### config.mk
export PLATFORM = sky130hd
export DESIGN_NAME = enemy_wave
export DESIGN_NICKNAME = d
export VERILOG_FILES = /design/src/rtl/space_pkg.sv /design/src/rtl/enemy_hit_detect.sv /design/src/rtl/enemy_wave.sv
export SDC_FILE = /design/constraint.sdc
export NUM_CORES = 1
export LEC_CHECK = 0
export CORE_MARGIN = 2
export CORE_UTILIZATION = 39
export DETAILED_ROUTE_END_ITERATION = 7
export PLACE_DENSITY_LB_ADDON = 0.08
export REMOVE_ABC_BUFFERS = 1
export SYNTH_ARGS = -nofsm -noshare
export SYNTH_HDL_FRONTEND = slang
export SYNTH_SLANG_ARGS = --single-unit
### constraint.sdc
create_clock -name CLOCK_50 -period 7.8 [get_ports CLOCK_50]
set_input_delay 1.17 -clock CLOCK_50 [delete_from_list [all_inputs] [get_ports CLOCK_50]]
set_output_delay 1.17 -clock CLOCK_50 [all_outputs]
set_load 0.05 [all_outputs]
### src/rtl/space_pkg.sv
// Shared constants and encodings for the space-invaders blocks.
//   SCREEN_W / SCREEN_H : visible screen size in pixels
//   state_e             : formation state (PLAY / CLEARED / INVADED)
//   dir_e               : horizontal march direction
package space_pkg;

  localparam int SCREEN_W = 640;
  localparam int SCREEN_H = 480;

  typedef enum logic [1:0] {
    ST_PLAY     = 2'd0,
    ST_CLEARED  = 2'd1,
    ST_INVADED  = 2'd2
  } state_e;

  typedef enum logic {
    DIR_RIGHT = 1'b0,
    DIR_LEFT  = 1'b1
  } dir_e;

endpackage

### src/rtl/enemy_hit_detect.sv
// Combinational box-vs-circle overlap test for a single enemy.
// The circle is approximated by its bounding square, and every bound is
// written as an addition so that nothing can underflow near the screen edge.
//   alive      : enemy is present (a dead enemy never reports a hit)
//   ex, ey     : enemy top-left corner
//   bx, by, r  : bullet centre and radius
//   hit        : bullet square overlaps the enemy box
// W must leave headroom above the coordinate width so the sums cannot wrap.
module enemy_hit_detect #(
  parameter int W       = 14,
  parameter int ENEMY_W = 32,
  parameter int ENEMY_H = 24
) (
  input  logic         alive,
  input  logic [W-1:0] ex,
  input  logic [W-1:0] ey,
  input  logic [W-1:0] bx,
  input  logic [W-1:0] by,
  input  logic [W-1:0] r,
  output logic         hit
);

  assign hit = alive
             && (bx + r >= ex)
             && (bx <= ex + W'(ENEMY_W - 1) + r)
             && (by + r >= ey)
             && (by <= ey + W'(ENEMY_H - 1) + r);

endmodule

### src/rtl/enemy_wave.sv
// Row of N_ENEMIES invaders marching as one formation.
//   CLOCK_50, reset          : clock, synchronous active-high reset
//   pausa                    : freezes every counter and register, pulses forced low
//   bullet_valid, x/y/raio_bola_aliada : allied bullet in flight
//   x_base, y_base           : formation top-left; enemy i at x_base + i*SPACING
//   alive                    : per-enemy alive mask
//   bullet_consume           : one-cycle pulse, the allied bullet struck an enemy
//   fire_valid, fire_x/y     : one-cycle enemy shot request and its spawn point
//   score, wave, invaded     : kills (saturating), wave number (saturating), game lost
//   fsm_state                : current formation state, for observation
// Handshakes: bullet_consume and fire_valid are single-cycle strobes with no
// ready; the consumer must act in the cycle they are high. bullet_valid is a
// level that the entities block drops after seeing bullet_consume.
module enemy_wave
  import space_pkg::*;
#(
  parameter int N_ENEMIES   = 8,
  parameter int COORD_W     = 10,
  parameter int ENEMY_W     = 32,
  parameter int ENEMY_H     = 24,
  parameter int SPACING     = 48,
  parameter int X_START     = 64,
  parameter int Y_START     = 40,
  parameter int X_MAX       = 639,
  parameter int DROP_PX     = 16,
  parameter int Y_LOSE      = 400,
  parameter int TICK_DIV    = 833333,
  parameter int STEP_INIT   = 1,
  parameter int STEP_MAX    = 6,
  parameter int FIRE_TICKS  = 45,
  parameter int CLEAR_TICKS = 120,
  parameter int SCORE_W     = 16
) (
  input  logic                 CLOCK_50,
  input  logic                 reset,
  input  logic                 pausa,
  input  logic                 bullet_valid,
  input  logic [COORD_W-1:0]   x_bola_aliada,
  input  logic [COORD_W-1:0]   y_bola_aliada,
  input  logic [COORD_W-1:0]   raio_bola_aliada,
  output logic [COORD_W-1:0]   x_base,
  output logic [COORD_W-1:0]   y_base,
  output logic [N_ENEMIES-1:0] alive,
  output logic                 bullet_consume,
  output logic                 fire_valid,
  output logic [COORD_W-1:0]   fire_x,
  output logic [COORD_W-1:0]   fire_y,
  output logic [SCORE_W-1:0]   score,
  output logic [3:0]           wave,
  output logic                 invaded,
  output logic [1:0]           fsm_state
);

  localparam int AW = COORD_W + 4;
  localparam int TW = $clog2(TICK_DIV + 1);
  localparam int FW = $clog2(FIRE_TICKS + 1);
  localparam int CW = $clog2(CLEAR_TICKS + 1);
  localparam int SW = $clog2(STEP_MAX + 1);
  localparam int IW = (N_ENEMIES > 1) ? $clog2(N_ENEMIES) : 1;

  state_e              state, next_state;
  dir_e                dir;
  logic [SW-1:0]       step;
  logic [TW-1:0]       tick_cnt;
  logic [FW-1:0]       fire_cnt;
  logic [CW-1:0]       clear_cnt;
  logic [IW-1:0]       ptr;

  logic                tick;
  logic                lose;
  logic [AW-1:0]       ex [N_ENEMIES];
  logic [N_ENEMIES-1:0] hits;
  logic                hit_any;
  logic [IW-1:0]       hit_idx;
  logic [IW-1:0]       lo, hi;
  logic                fire_found;
  logic [IW-1:0]       fire_sel;
  logic                bounce_right, bounce_left;
  logic                clear_done;

  assign tick       = !pausa && (tick_cnt == TW'(TICK_DIV - 1));
  assign lose       = (AW'(y_base) + AW'(ENEMY_H)) >= AW'(Y_LOSE);
  assign clear_done = tick && (clear_cnt == CW'(CLEAR_TICKS - 1));
  assign invaded    = (state == ST_INVADED);
  assign fsm_state  = state;

  for (genvar g = 0; g < N_ENEMIES; g++) begin : g_enemy
    assign ex[g] = AW'(x_base) + AW'(g * SPACING);
    enemy_hit_detect #(.W(AW), .ENEMY_W(ENEMY_W), .ENEMY_H(ENEMY_H)) u_hit (
      .alive (alive[g]),
      .ex    (ex[g]),
      .ey    (AW'(y_base)),
      .bx    (AW'(x_bola_aliada)),
      .by    (AW'(y_bola_aliada)),
      .r     (AW'(raio_bola_aliada)),
      .hit   (hits[g])
    );
  end

  // Lowest-index hit, formation extents, and round-robin shooter choice.
  // Loops run from the far end so the last assignment is the winner.
  always_comb begin
    hit_any    = 1'b0;
    hit_idx    = '0;
    lo         = '0;
    hi         = '0;
    fire_found = 1'b0;
    fire_sel   = ptr;
    for (int i = N_ENEMIES - 1; i >= 0; i--) begin
      if (hits[i]) begin
        hit_any = 1'b1;
        hit_idx = IW'(i);
      end
      if (alive[i]) lo = IW'(i);
    end
    for (int i = 0; i < N_ENEMIES; i++) begin
      if (alive[i]) hi = IW'(i);
    end
    // k = N wraps back to ptr itself, so a lone survivor keeps firing.
    for (int k = N_ENEMIES; k >= 1; k--) begin
      if (alive[(int'(ptr) + k) % N_ENEMIES]) begin
        fire_found = 1'b1;
        fire_sel   = IW'((int'(ptr) + k) % N_ENEMIES);
      end
    end
  end

  assign bounce_right = (AW'(x_base) + AW'(hi) * AW'(SPACING) + AW'(ENEMY_W - 1) + AW'(step))
                        > AW'(X_MAX);
  assign bounce_left  = (AW'(x_base) + AW'(lo) * AW'(SPACING)) < AW'(step);

  always_ff @(posedge CLOCK_50) begin
    if (reset) state <= ST_PLAY;
    else       state <= next_state;
  end

  // Invasion is checked before the cleared condition so a row that reaches
  // the bottom on its last kill still ends the game.
  always_comb begin
    next_state = state;
    if (!pausa) begin
      case (state)
        ST_PLAY: begin
          if (lose)               next_state = ST_INVADED;
          else if (alive == '0)   next_state = ST_CLEARED;
        end
        ST_CLEARED: if (clear_done) next_state = ST_PLAY;
        default:    next_state = state;
      endcase
    end
  end

  // ptr resets to the last enemy so the first shot comes from enemy 0.
  always_ff @(posedge CLOCK_50) begin
    if (reset) begin
      x_base         <= COORD_W'(X_START);
      y_base         <= COORD_W'(Y_START);
      alive          <= '1;
      dir            <= DIR_RIGHT;
      step           <= SW'(STEP_INIT);
      score          <= '0;
      wave           <= '0;
      tick_cnt       <= '0;
      fire_cnt       <= '0;
      clear_cnt      <= '0;
      ptr            <= IW'(N_ENEMIES - 1);
      bullet_consume <= 1'b0;
      fire_valid     <= 1'b0;
      fire_x         <= '0;
      fire_y         <= '0;
    end else if (pausa) begin
      bullet_consume <= 1'b0;
      fire_valid     <= 1'b0;
    end else begin
      bullet_consume <= 1'b0;
      fire_valid     <= 1'b0;
      tick_cnt       <= tick ? '0 : tick_cnt + 1'b1;

      if (state == ST_PLAY && !lose) begin
        // bullet_consume high means the bullet is already spent this cycle.
        if (bullet_valid && !bullet_consume && hit_any) begin
          alive[hit_idx] <= 1'b0;
          bullet_consume <= 1'b1;
          if (score != '1) score <= score + 1'b1;
        end
        if (tick && alive != '0) begin
          if (dir == DIR_RIGHT) begin
            if (bounce_right) begin
              dir    <= DIR_LEFT;
              y_base <= y_base + COORD_W'(DROP_PX);
            end else begin
              x_base <= x_base + COORD_W'(step);
            end
          end else begin
            if (bounce_left) begin
              dir    <= DIR_RIGHT;
              y_base <= y_base + COORD_W'(DROP_PX);
            end else begin
              x_base <= x_base - COORD_W'(step);
            end
          end
        end
        if (tick) begin
          if (fire_cnt == FW'(FIRE_TICKS - 1)) begin
            fire_cnt <= '0;
            if (fire_found) begin
              fire_valid <= 1'b1;
              fire_x     <= ex[fire_sel][COORD_W-1:0] + COORD_W'(ENEMY_W / 2);
              fire_y     <= y_base + COORD_W'(ENEMY_H);
              ptr        <= fire_sel;
            end
          end else begin
            fire_cnt <= fire_cnt + 1'b1;
          end
        end
      end else if (state == ST_CLEARED && tick) begin
        if (clear_done) begin
          clear_cnt <= '0;
          alive     <= '1;
          x_base    <= COORD_W'(X_START);
          y_base    <= COORD_W'(Y_START);
          dir       <= DIR_RIGHT;
          if (wave != 4'hF) wave <= wave + 1'b1;
          if (step < SW'(STEP_MAX)) step <= step + 1'b1;
        end else begin
          clear_cnt <= clear_cnt + 1'b1;
        end
      end
    end
  end

endmodule

Word-level counts from Yosys, hierarchy flattened
Cells that the tools add are included.
{"block": "word_totals", "regBits": 112, "elab_cells": 312}
{"block": "op_classes", "n_addsub": 51, "mul": 2, "n_lt_le_gt_ge": 33, "n_eq_ne": 15, "muxes": 110, "n_bitwise": 15, "reduce_logical": 70}
{"op": "10-bit two-way mux", "n": 16}
{"op": "14-bit by 10-bit adder with 14-bit output", "n": 9}
{"op": "10-bit by 14-bit less-or-equal comparator with 1-bit output", "n": 9}
{"op": "14-bit by 11-bit greater-or-equal comparator with 1-bit output", "n": 7}
{"op": "11-bit by 5-bit adder with 12-bit output, second input constant", "n": 8}
{"op": "3-bit two-way mux", "n": 30}
{"op": "1-bit two-way mux", "n": 43}
{"op": "14-bit binary-select mux with 3-bit select", "n": 1}
{"op": "1-bit logical AND", "n": 40}
{"op": "4-bit by 5-bit < comparator with 1-bit output, second input constant", "n": 8}
{"op": "10-bit by 5-bit adder with 11-bit output, second input constant", "n": 3}
{"op": "10-bit by 8-bit adder with 11-bit output, second input constant", "n": 3}
{"op": "8-bit two-way mux", "n": 4}
{"op": "10-bit by 5-bit adder with 10-bit output, second input constant", "n": 3}
{"op": "14-bit by 10-bit greater-or-equal comparator with 1-bit output", "n": 2}
{"op": "3-bit OR reduction", "n": 9}
{"op": "1-bit binary-select mux with 3-bit select", "n": 8}
{"op": "10-bit by 10-bit adder with 11-bit output", "n": 2}
{"op": "10-bit by 9-bit adder with 11-bit output", "n": 2}
{"op": "10-bit by 9-bit adder with 11-bit output, second input constant", "n": 2}
{"op": "20-bit by 1-bit adder with 20-bit output, second input constant", "n": 1}
{"op": "20-bit == test, second input constant", "n": 1}
{"op": "20-bit two-way mux", "n": 1}
{"op": "16-bit by 1-bit adder with 16-bit output, second input constant", "n": 1}
{"op": "48 further kinds", "n": 83}

Depth between registers and ports, before layout
{"block": "logic_depth", "ltp_word": 23, "ltp_mapped": 25}

Modules after synthesis
From an unflattened synthesis, not the netlist that was laid out.
{"block": "hier_totals", "hier_cells": 5103, "area_unflattened_um2": 39185.1}
{"module": "enemy_hit_detect at g_enemy[0].u_hit ...", "instances": 3, "cells_per_inst": 510, "area_each_um2": 3863.7, "seq_area_each_um2": 0.0}
{"module": "enemy_hit_detect at g_enemy[2].u_hit ...", "instances": 3, "cells_per_inst": 507, "area_each_um2": 3858.7, "seq_area_each_um2": 0.0}
{"module": "enemy_wave", "instances": 1, "cells_per_inst": 1033, "area_each_um2": 8310.5, "seq_area_each_um2": 2122.0}
{"module": "enemy_hit_detect at g_enemy[1].u_hit", "instances": 1, "cells_per_inst": 511, "area_each_um2": 3863.7, "seq_area_each_um2": 0.0}
{"module": "enemy_hit_detect at g_enemy[5].u_hit", "instances": 1, "cells_per_inst": 508, "area_each_um2": 3843.7, "seq_area_each_um2": 0.0}

Worst setup path after synthesis
OpenSTA, ideal clock, no wires.
{"block": "synth_timing", "path_kind": "register to register", "start": "reg x_base[5]", "end": "reg score[1]", "arrival_ns": 5.590, "t_required_ns": 7.672, "slack_ns": 2.083, "path_stages_with_launch": 23, "n_path_buf": 4, "synth_period_minus_slack_ns": 5.717, "cell_sequence": "dfxtp_1 -> clkbuf_1 -> inv_1 -> ha_1 -> clkbuf_1 -> nor2b_1 -> xnor2_1 -> or2_1 -> or3_1 -> xor2_1 -> ha_1 -> xor2_1 -> ha_1 -> and4_1 -> o21ai_0 -> a221o_1 -> a211o_1 -> a31o_2 -> o41ai_2 -> buf_2 -> buf_6 -> mux2i_1 -> nor2_1"}
{"block": "synth_via", "elab_chain_cells": 17}
{"element": "start, declared", "line_no": "enemy_wave.sv:41", "rtl": "output logic [COORD_W-1:0] x_base,"}
{"element": "start signal, assigned", "line_no": "enemy_wave.sv:156", "rtl": "x_base <= COORD_W'(X_START);"}
{"element": "start signal, assigned", "line_no": "enemy_wave.sv:192", "rtl": "x_base <= x_base + COORD_W'(step);"}
{"element": "start signal, assigned", "line_no": "enemy_wave.sv:199", "rtl": "x_base <= x_base - COORD_W'(step);"}
{"element": "10-bit by 9-bit adder with 11-bit output", "line_no": "enemy_wave.sv:88", "rtl": "assign ex[g] = AW'(x_base) + AW'(g * SPACING);"}
{"element": "11-bit by 5-bit adder with 12-bit output", "line_no": "enemy_hit_detect.sv:25", "rtl": "&& (bx <= ex + W'(ENEMY_W - 1) + r)"}
{"element": "14-bit by 10-bit adder with 14-bit output", "line_no": "enemy_hit_detect.sv:25"}
{"element": "10-bit by 14-bit less-or-equal comparator with 1-bit output", "line_no": "enemy_hit_detect.sv:25"}
{"element": "1-bit logical AND", "line_no": "enemy_hit_detect.sv:25"}
{"element": "1-bit logical AND", "line_no": "enemy_hit_detect.sv:26", "rtl": "&& (by + r >= ey)"}
{"element": "1-bit logical AND", "line_no": "enemy_hit_detect.sv:27", "rtl": "&& (by <= ey + W'(ENEMY_H - 1) + r);"}
{"element": "1-bit two-way mux (7 in series)", "line_no": "enemy_wave.sv:110", "rtl": "if (hits[i]) begin"}
{"element": "1-bit two-way mux (*)", "line_no": "enemy_wave.sv:110"}
{"element": "1-bit logical AND (*)", "line_no": "enemy_wave.sv:181", "rtl": "if (bullet_valid && !bullet_consume && hit_any) begin"}
{"element": "4-bit AND reduction (no line) (*)"}
{"element": "end signal, assigned", "line_no": "enemy_wave.sv:184", "rtl": "if (score != '1) score <= score + 1'b1;"}
{"element": "end, declared", "line_no": "enemy_wave.sv:48", "rtl": "output logic [SCORE_W-1:0] score,"}
Every way passes the cells marked *; elsewhere a longest branch is shown, timed or not.
A chain may end at the register's enable or synchronous reset.

Final worst setup path
{"block": "layout_timing", "start": "in raio_bola_aliada[0]", "end": "reg score[6]"}
{"block": "layout_via", "elab_chain_cells": 16}
{"element": "start, declared", "line_no": "enemy_wave.sv:40", "rtl": "input logic [COORD_W-1:0] raio_bola_aliada,"}
{"element": "10-bit by 10-bit adder with 11-bit output", "line_no": "enemy_hit_detect.sv:24", "rtl": "&& (bx + r >= ex)"}
{"element": "14-bit by 11-bit greater-or-equal comparator with 1-bit output", "line_no": "enemy_hit_detect.sv:24"}
{"element": "1-bit logical AND", "line_no": "enemy_hit_detect.sv:24"}
{"element": "1-bit logical AND", "line_no": "enemy_hit_detect.sv:25"}
{"element": "1-bit logical AND", "line_no": "enemy_hit_detect.sv:26"}
{"element": "1-bit logical AND", "line_no": "enemy_hit_detect.sv:27"}
{"element": "1-bit two-way mux (7 in series)", "line_no": "enemy_wave.sv:110"}
{"element": "1-bit two-way mux (*)", "line_no": "enemy_wave.sv:110"}
{"element": "1-bit logical AND (*)", "line_no": "enemy_wave.sv:181"}
{"element": "4-bit AND reduction (no line) (*)"}
Marks and branches as above.

==> results.md <==
- Clock Latency Late Sink: 0.36 ns
- Final setup violation count: 0
- Mux contribution to synthesized area: 4.06%
- Area delta synth->final: 12.0%
- Post-synthesis xor/xnor area fraction: 10.6%
- Core box area: 35600 µm²
- Yosys reg bits: 106
- Worst ir drop on vdd: 0.111 mV
- Die X: 194 µm
- Pre-CTS WS: 1.06 ns
- M1 WL: 20.8 mm
- Max-slew headroom: 28.1%
- TritonCTS buffer count: 9
- Routed length per instance: 19.6 µm
- Routed wl met3: 1.58 mm
- IO Count: 107
- Setup WS post-layout: 1.35 ns
- Compound-Gate Fraction of Synth Area: 22.8%
- Remaining DRCs: 0
- Cells after synthesis: 1770
- CP Capture Type: flop
- GP Congestion: 0.910
- Least-Margin Pin Slew: 1.07 ns
- Ys flop type: dfxtp_1
- Post-cts sizing count: 0
- Commonest non-fill, non-tap cell in the layout: ha_1
- Critical Path Start Type: input pin
- Detail Route Antenna Nets: 0
- Count of flip-flops with a built-in enable after synthesis: 0
- Hold path cells: 2
- Tot Pwr: 1.73 mW
- Min cycle time layout: 6.45 ns
- Die Ht: 194 µm
- Cell Pwr Density: 110 nW/µm²
- Initial core utilization: 39.6%
- H-tree depth: 3
- Top Metal Used: met4
- Crit path max fanout: 29
- Post-DR vias/cell: 5.63
- Register-to-Register Path Depth: 21
- First-pass GRT wire length: 71.8 mm
- Simple-gate share of the synthesized area: 18.6%
- Run status: finished clean
- Worst Skew: 0.00980 ns
- P_leak: 6.59 nW
- Post-synthesis cell type count: 90
- Seq/Total Area, Yosys: 15.1%
- Largest family of logic cells by synthesized area: adder cells
- Hold buffers post-CTS: 0
- Row cnt: 69
- Largest net degree at the start of global routing: 74
- GRT Total Usage: 23.7%
- Met2 wire length: 21.5 mm
- Syn Area/Cell: 7.96 µm²
- IO Port Bufs: 100
- Setup CP Type: in2reg
- DP HPWL: 35.8 mm
- HP Class: reg2reg
- Fin. max-slew vios: 0
- Setup TNS: 0 ns
- Mapped Area: 14100 µm²
- GRT overflow: 0
- CTS tree: yes
- Vias in the first global route: 12900
- Synthesis Warnings: 0
- Final hold violation count: 0
- Adder-cell share of the synthesized area: 23.1%
- Ratio of final minimum period to clock period: 82.7%
- Max cap viols: 0
- Fraction of registers with async set/reset: 0%
- Worst-path clk slew: 0.07 ns
- Antenna cells: 0
- CTS Buffer Depth: 2
- # Post-CTS Setup Buffers: 0
- Initial antenna violation count: 0
- Initial DRT Pass Iterations: 5
- Routed vias: 13000
- WL final: 45.2 mm
- Total die area: 37700 µm²
- Commonest non-fill, non-tap cells in the layout: ha_1 (249), a21oi_1 (147), nor2_1 (125)
- Worst EP required: 8.04 ns
- # nets final: 2126
- Unrepaired setup endpoints after global routing: false
- Fill count: 3600
- F_max: 0.155 GHz
- Share of cells above drive strength 1: 5.32%
- WP data arrival: 6.69 ns
- Clock root cell: clkbuf_16
- CTS sink count: 106
- Starting DRC count in detailed routing: 697
-- cells by family after synthesis --
kind of cell    Yosys count
simple gates            518
flops                   106
mux                      44
other cells               1
compound gates          492
buf+inv                 183
xor+xnor                170
fa+ha+maj               256
-- per-layer routing --
metal  track usage, %  vias up
li1                 -     6557
met1             31.2     6082
met2             41.2      253
met3             1.88       61
met4             7.18        0
met5                0        -
-- metrics by stage --
stage / instance area, µm² / cells / utilization [%] / hold WS, ns
after global placement: 15500 / 2286 / 43.5 / 0.442
final: 15800 / 2302 / 44.4 / 0.454
after detailed placement: 15500 / 2286 / 43.5 / 0.446
after floorplan: 13700 / 1704 / - / 0.443
after CTS: 15800 / 2302 / 44.4 / 0.458
after global routing: 15800 / 2302 / 44.4 / 0.487
-- final timing paths --
path,slack (ns),end,start
setup reg to reg,1.55,score[6],x_base[1]
hold / removal,0.45,fire_y[5],fire_y[5]
setup / recovery,1.35,score[6],raio_bola_aliada[0]
hold reg to reg,0.45,fire_y[5],fire_y[5]
-- sequential cells by signal, summed over array words and instances, names as in the netlist, 2 cells and up --
| name | flops |
|---|---|
| fire_y | 7 |
| alive | 8 |
| ptr | 3 |
| clear_cnt | 7 |
| wave | 4 |
| fire_cnt | 6 |
| fire_x | 10 |
| y_base | 7 |
| score | 16 |
| step | 3 |
| x_base | 10 |
| tick_cnt | 20 |
| fsm_state | 2 |
-- final cells by class --
class	count	area [µm²]	area share [%]
clock inverters	5	52.6	0.333
multi-input cells	1486	11200	71.0
repair buffers	121	1150	7.31
well taps	461	577	3.66
clock buffers	11	253	1.60
flip-flops and latches	106	2120	13.5
inverters	112	420	2.66
-- critical path, cell delays in order --
cell and delay [ns]:
clkdlybuf4s50_1 0.52, ha_1 0.27, fa_1 0.42, a21o_1 0.18
a21oi_1 0.22, o21bai_1 0.10, a21oi_1 0.24, o21ai_0 0.19
xor2_1 0.72, ha_1 0.38, a2111oi_0 0.38, a31oi_1 0.12
o21ai_0 0.23, a31oi_1 0.15, a31o_2 0.33, o41ai_4 0.34
buf_4 0.33, nor3_1 0.08, mux2_1 0.31
-- where the power goes --
| group | leakage [nW] | internal (mW) | switching, mW |
|---|---|---|---|
| Sequential | 0.855 | 0.545 | 0.0131 |
| Combinational | 5.58 | 0.286 | 0.406 |
| Clock | 0.151 | 0.265 | 0.214 |
| Total | 6.59 | 1.10 | 0.632 |
-- cell usage after synthesis (6+ instances only) --
cell / instances / area [µm²]
nand4_1: 23 / 144
or3_1: 20 / 125
xnor2_1: 110 / 963
a21boi_0: 15 / 113
fa_1: 7 / 140
a21oi_1: 147 / 736
o21a_1: 30 / 225
buf_2: 18 / 90.1
a211oi_1: 16 / 120
a31oi_1: 15 / 93.8
o22ai_1: 6 / 37.5
ha_1: 249 / 3120
and4_1: 10 / 87.6
o211ai_1: 9 / 67.6
nand3_1: 45 / 225
o21ai_1: 17 / 85.1
a21o_1: 52 / 390
xor2_1: 59 / 517
inv_1: 108 / 405
nor2_1: 126 / 473
o21bai_1: 22 / 165
buf_4: 18 / 135
nand3b_1: 11 / 82.6
or4_1: 8 / 60.1
mux2i_1: 25 / 250
a31o_2: 6 / 52.6
mux4_2: 8 / 180
nor4_1: 12 / 75.1
nor3_1: 41 / 205
nand2b_1: 17 / 106
or2_2: 15 / 93.8
mux2_2: 8 / 90.1
nor2b_1: 17 / 106
and2_1: 10 / 62.6
clkbuf_1: 32 / 120
and3_1: 18 / 113
nand2_1: 120 / 450
dfxtp_1: 106 / 2120
o31ai_1: 15 / 113
o21ai_0: 77 / 385
(Power assumes the default switching activity.)
